## src/rtl/serializer_pkg.sv

```systemverilog
// Shared types and defaults for the electrode configuration serializer.
package serializer_pkg;

  localparam int N_ELECTRODES_DEFAULT = 55;

  typedef enum logic [1:0] {
    IDLE  = 2'd0,
    SHIFT = 2'd1,
    DONE  = 2'd2
  } ser_state_t;

  // Bit counter width for an n-bit frame; clamped so a degenerate n still yields a legal vector.
  function automatic int cnt_width(input int n);
    return (n < 2) ? 1 : $clog2(n);
  endfunction

endpackage

```

## src/rtl/ser_bit_counter.sv

```systemverilog
// Frame bit counter: counts up to TERMINAL and holds there until cleared.
module ser_bit_counter #(
  parameter int TERMINAL = 54,
  parameter int WIDTH    = 6
) (
  input  logic clk,
  input  logic rst,
  input  logic clear,
  input  logic enable,
  output logic terminal
);

  localparam logic [WIDTH-1:0] TERM_VAL = WIDTH'(TERMINAL);

  logic [WIDTH-1:0] count;

  // Saturates at the terminal value so a late enable can never wrap the count.
  always_ff @(posedge clk) begin
    if (rst || clear) begin
      count <= '0;
    end else if (enable && (count != TERM_VAL)) begin
      count <= count + WIDTH'(1);
    end
  end

  assign terminal = (count == TERM_VAL);

endmodule

```

## src/rtl/serializer_mod.sv

```systemverilog
// Parallel-to-serial electrode configuration shifter with registered outputs.
// Define SERIALIZER_LSB_FIRST_EN to emit bit [0] first instead of bit [N-1].
module serializer_mod
  import serializer_pkg::*;
#(
  parameter int N_ELECTRODES = N_ELECTRODES_DEFAULT
) (
  input  logic                    CLK,
  input  logic                    RST,
  input  logic [N_ELECTRODES-1:0] electr_config_in,
  input  logic                    enable_desp,
  output logic                    serial_out,
  output logic                    enable_config,
  output logic                    sr_finish
);

  localparam int CNT_W = cnt_width(N_ELECTRODES);

  ser_state_t              state;
  ser_state_t              state_next;
  logic [N_ELECTRODES-1:0] shift_reg;
  logic [N_ELECTRODES-1:0] shift_next;
  logic                    serial_next;
  logic                    enable_next;
  logic                    finish_next;
  logic                    cnt_clear;
  logic                    cnt_enable;
  logic                    cnt_terminal;

`ifdef SERIALIZER_LSB_FIRST_EN
  function automatic logic head_bit(input logic [N_ELECTRODES-1:0] w);
    return w[0];
  endfunction

  function automatic logic [N_ELECTRODES-1:0] advance(input logic [N_ELECTRODES-1:0] w);
    return w >> 1;
  endfunction
`else
  function automatic logic head_bit(input logic [N_ELECTRODES-1:0] w);
    return w[N_ELECTRODES-1];
  endfunction

  function automatic logic [N_ELECTRODES-1:0] advance(input logic [N_ELECTRODES-1:0] w);
    return w << 1;
  endfunction
`endif

  ser_bit_counter #(
    .TERMINAL (N_ELECTRODES - 1),
    .WIDTH    (CNT_W)
  ) u_bit_counter (
    .clk      (CLK),
    .rst      (RST),
    .clear    (cnt_clear),
    .enable   (cnt_enable),
    .terminal (cnt_terminal)
  );

  // The first bit is presented on the capture edge, so the counter trails the output by one bit.
  always_comb begin
    state_next  = state;
    shift_next  = shift_reg;
    serial_next = 1'b0;
    enable_next = 1'b0;
    finish_next = 1'b0;
    cnt_clear   = 1'b0;
    cnt_enable  = 1'b0;

    unique case (state)
      IDLE: begin
        if (enable_desp) begin
          state_next  = SHIFT;
          shift_next  = electr_config_in;
          serial_next = head_bit(electr_config_in);
          enable_next = 1'b1;
          cnt_clear   = 1'b1;
        end
      end

      SHIFT: begin
        if (cnt_terminal) begin
          state_next  = DONE;
          shift_next  = '0;
          finish_next = 1'b1;
        end else begin
          cnt_enable  = 1'b1;
          shift_next  = advance(shift_reg);
          serial_next = head_bit(advance(shift_reg));
          enable_next = 1'b1;
        end
      end

      DONE: begin
        state_next = IDLE;
        cnt_clear  = 1'b1;
      end

      default: begin
        state_next = IDLE;
      end
    endcase
  end

  always_ff @(posedge CLK) begin
    if (RST) begin
      state         <= IDLE;
      shift_reg     <= '0;
      serial_out    <= 1'b0;
      enable_config <= 1'b0;
      sr_finish     <= 1'b0;
    end else begin
      state         <= state_next;
      shift_reg     <= shift_next;
      serial_out    <= serial_next;
      enable_config <= enable_next;
      sr_finish     <= finish_next;
    end
  end

endmodule

```

## config.mk

```make
export PLATFORM = sky130hd
export DESIGN_NAME = serializer_mod
export DESIGN_NICKNAME = d
export VERILOG_FILES = /design/src/rtl/serializer_pkg.sv /design/src/rtl/ser_bit_counter.sv /design/src/rtl/serializer_mod.sv
export SDC_FILE = /design/constraint.sdc
export NUM_CORES = 1
export LEC_CHECK = 0
export CORE_MARGIN = 10
export CORE_UTILIZATION = 25
export CTS_BUF_LIST = sky130_fd_sc_hd__clkbuf_8
export DETAILED_ROUTE_END_ITERATION = 7
export GPL_ROUTABILITY_DRIVEN = 0
export REMOVE_ABC_BUFFERS = 1
export SLEW_MARGIN = 10
export SYNTH_ARGS = -nofsm -noshare
export SYNTH_HDL_FRONTEND = slang
export SYNTH_HIERARCHICAL = 1
export SYNTH_SLANG_ARGS = --single-unit
export TNS_END_PERCENT = 5
```

## constraint.sdc

```tcl
create_clock -name CLK -period 2.31 [get_ports CLK]
set_clock_uncertainty 0.05 [all_clocks]
set_input_delay 0.462 -clock CLK [delete_from_list [all_inputs] [get_ports CLK]]
set_output_delay 0.462 -clock CLK [all_outputs]
set_load 0.05 [all_outputs]
```

==> reports/summary.log <==
[pwr] leakage power 1.50 nW
[floorplan] horizontal extent of the die 134 um
[timing] Slew HR 41.2%
[worst_setup_path] worst flop-to-flop path endpoint shift_reg[32]$_SDFFE_PP0P_
[timing] post-route setup TNS 0 ps
[floorplan] standard cell core area 0.0127 mm2
[worst_setup_path] worst path required time 2490 ps
[placed_design] post-place setup slack 118 ps
[synthesis] cell types with the largest area share after synthesis dfxtp_1, o221a_2, o22ai_1
[synthesis] syn avg cell area 8.82 um2
[worst_setup_path] Worst Reg-to-Reg Cells 7
[floorplan] die outline area 0.0179 mm2
[cts] clock tree from TritonCTS yes
[synthesis] number of different library cells in the post-synthesis netlist 41
[detailed_routing] routed wire length 9260 um
[floorplan] # IOs 61
[final_layout] flip-flop count of the largest register after layout 54
[detailed_routing] Detailed Route Iter0 Violations 166
[synthesis] Mapped Cells 368
[grt] initial antenna violation count 0
[synthesis] number of flip-flops and latches in the synthesized netlist 65
[cts] Clock Sink Count 65
[detailed_routing] antenna-violating nets left 0
[hold_path] start point of the worst min-delay path shift_reg[53]$_SDFFE_PP0P_
[timing] Tcrit/Tclk final 92.4%
[worst_setup_path] kind of start point of the critical path register
[detailed_routing] DRT Pass-1 Iters 4
[synthesis] dominant synthesized flop cell dfxtp_1
[timing] Tightest Pin Transition 878 ps
[hold_path] depth of the worst hold-timing path 2
[grt] total gr overflow 0
[synthesis] mapped cell area 0.00324 mm2
[cts] Clock Pin Slew Worst Setup and Hold Paths 70 ps
[placed_design] I/O Buffers 60
[detailed_routing] detailed-route vias per instance 4.99
[timing] final number of max-transition violations 0
[timing] min setup slack post-route 174 ps
[detailed_routing] routed length per instance 15.6 um
[grt] global-route wire length before repair 15200 um
[cts] # H-tree levels 3
[hold_path] worst hold endpoint serial_out$_SDFF_PP0_
[pwr] P per Cell Area 665 mW/mm2
[cts] number of buffers on the longest clock path 2
[worst_setup_path] Crit path arrival time 2310 ps
[timing] maximum clock rate 0.468 GHz
[worst_setup_path] kind of end point of the critical path register
[timing] Setup Viol. Count Final 0
[timing] clock period minus worst slack 2140 ps
[synthesis] fraction of synthesized cell area taken by the top area cell type 40.1%
[outcome] result of the run completed
[detailed_routing] number of vias after detailed routing 2957
[worst_setup_path] critical path class reg2reg
[synthesis] count of yosys warnings during synthesis 6
[final_layout] antenna diode count 0
[pwr] highest ir drop seen on vdd 326 uV
[worst_setup_path] Register-to-Register Setup Slack 170 ps
[timing] setup repair after global routing missed its margin no
[worst_setup_path] crit path max fanout 44
[synthesis] count of flip-flops with a built-in enable after synthesis 0
[floorplan] floorplan row count 41
[grt] total routing usage reported by global routing 10.3%
[floorplan] die outline height 134 um
[synthesis] Async S/R FF share, synth 0%
[grt] largest net degree at the start of global routing 53
[hold_path] path class of the lowest-slack min-delay path reg2reg
[final_layout] area growth from synthesis to final layout 29.7%
[final_layout] net count reported at finish 476
[cts] root cell of the clock tree clkbuf_8
[timing] final hold violation count 0
[final_layout] share of final-layout standard cells stronger than drive strength 1 16.6%
[detailed_routing] DRC violation count after routing 0
[cts] total of hold buffers inserted after clock tree synthesis 0
[grt] number of global-route vias before repair 2993
[placed_design] total half-perimeter wirelength after legalization and detailed placement 6010 um
[synthesis] proportion of synthesized chip area in sequential cells 40.1%
[cts] worst skew pair latency 340 ps
[run] Max Cap Violations 0
[floorplan] effective utilization at floorplan 25.6%
[cts] CTS buffer count 9
[synthesis] leading area contributor after synthesis dfxtp_1
[worst_setup_path] Crit Reg-Reg Startpoint u_bit_counter/count[0]$_SDFFE_PP0P_
## layout make-up
cell class	instances	area, um2
clock buffer	12	165
clock inverter	4	73.8
fill	1324	8460
inverter	5	18.8
multi-input combinational	259	1700
sequential	65	1310
tap	172	215
timing repair buffer	76	732
## layer usage
layer / global-route usage, % / vias up / wire, um / part of all wire (%)
met5: 0 / - / 0 / 0
met4: 4.72 / 0 / 178 / 1.9
met3: 2.20 / 14 / 380 / 4.1
met2: 16.4 / 60 / 4320 / 47
met1: 12.9 / 1415 / 4380 / 47
li1: - / 1468 / - / -
## cells by family (layout without fill, tap and decap cells)
group,Yosys count,in the layout,share of synthesized area [%]
simple gates,123,123,19.8
compound gates,131,131,30.8
fa+ha+maj,2,2,0.771
xor+xnor,1,1,0.270
mux,2,2,0.617
buf+inv,44,97,7.60
flops,65,65,40.1
## synth_stat cells, types with 2 or more instances
cell,n
inv_1,4
dfxtp_1,65
buf_4,9
nor2_1,6
and3_1,2
o21ai_0,2
nor3_1,3
a22o_1,15
o22ai_1,41
buf_6,3
nor3b_1,12
nand2_1,62
clkbuf_1,6
a32oi_1,12
ha_1,2
nor2b_1,26
mux2i_1,2
o221a_2,26
nand3b_1,2
buf_2,19
a21oi_1,29
## repair_timing
action | 4_1_cts | 5_1_grt
setup buffers | 0 | 5
setup endpoints to repair | 0 | 1
resized for setup | 0 | 1
## worst max-delay path by stage
stage,from,endpoint,slack (ps),depth (start not counted)
after CTS,u_bit_counter/count[0]$_SDFFE_PP0P_,u_bit_counter/count[1]$_SDFFE_PP0P_,110,8
after floorplan,state[0]$_SDFFE_PP0P_,u_bit_counter/count[5]$_SDFFE_PP0P_,-1060,4
final,u_bit_counter/count[0]$_SDFFE_PP0P_,shift_reg[32]$_SDFFE_PP0P_,170,7
after global placement,u_bit_counter/count[0]$_SDFFE_PP0P_,u_bit_counter/count[1]$_SDFFE_PP0P_,250,8
after global routing,u_bit_counter/count[0]$_SDFFE_PP0P_,u_bit_counter/count[5]$_SDFFE_PP0P_,40,8
after detailed placement,u_bit_counter/count[0]$_SDFFE_PP0P_,u_bit_counter/count[1]$_SDFFE_PP0P_,120,8
## worst max-delay path, cell delays in order (launching register included)
cell and delay [ps]:
dfxtp_1 350, inv_1 90, ha_1 160, and4b_4 270, and2_2 190, buf_4 450, o22ai_1 170, o221a_2 290
## placed cells by master, fill, tap and decap left out, types with 2 or more instances in the layout
master,count
dfxtp_1,63
bufinv_16,2
o22ai_1,41
clkbuf_8,12
o21ai_0,2
ha_1,2
nor2b_1,26
nand2_1,62
o221a_2,26
nand3b_1,2
clkdlybuf4s50_1,59
a22o_1,15
buf_4,14
nor2_1,6
a21oi_1,29
and3_1,2
mux2i_1,2
inv_1,4
nor3b_1,12
a32oi_1,12
nor3_1,3
## report_power, final
group,total [W],internal [W],switching [W]
sequential,0.00124,0.00119,0.0000503
combinational,0.000420,0.000232,0.000188
clock,0.00114,0.000696,0.000441
total,0.00280,0.00212,0.000679
## stage by stage
| stage | util [%] | instance area (um2) | power (W) | hold slack, ps | cells |
|---|---|---|---|---|---|
| 6_report | 33.2 | 4210 | 0.00280 | 424 | 593 |
| 5_1_grt | 33.2 | 4210 | 0.00293 | 450 | 593 |
| 4_1_cts | 32.8 | 4160 | 0.00281 | 426 | 588 |
| 3_5_place_dp | 30.9 | 3920 | 0.00168 | 413 | 572 |
| 3_3_place_gp | 30.9 | 3920 | 0.00167 | 409 | 572 |
| 2_1_floorplan | - | 3020 | 0.00148 | 381 | 329 |
(Power assumes the default switching activity.)
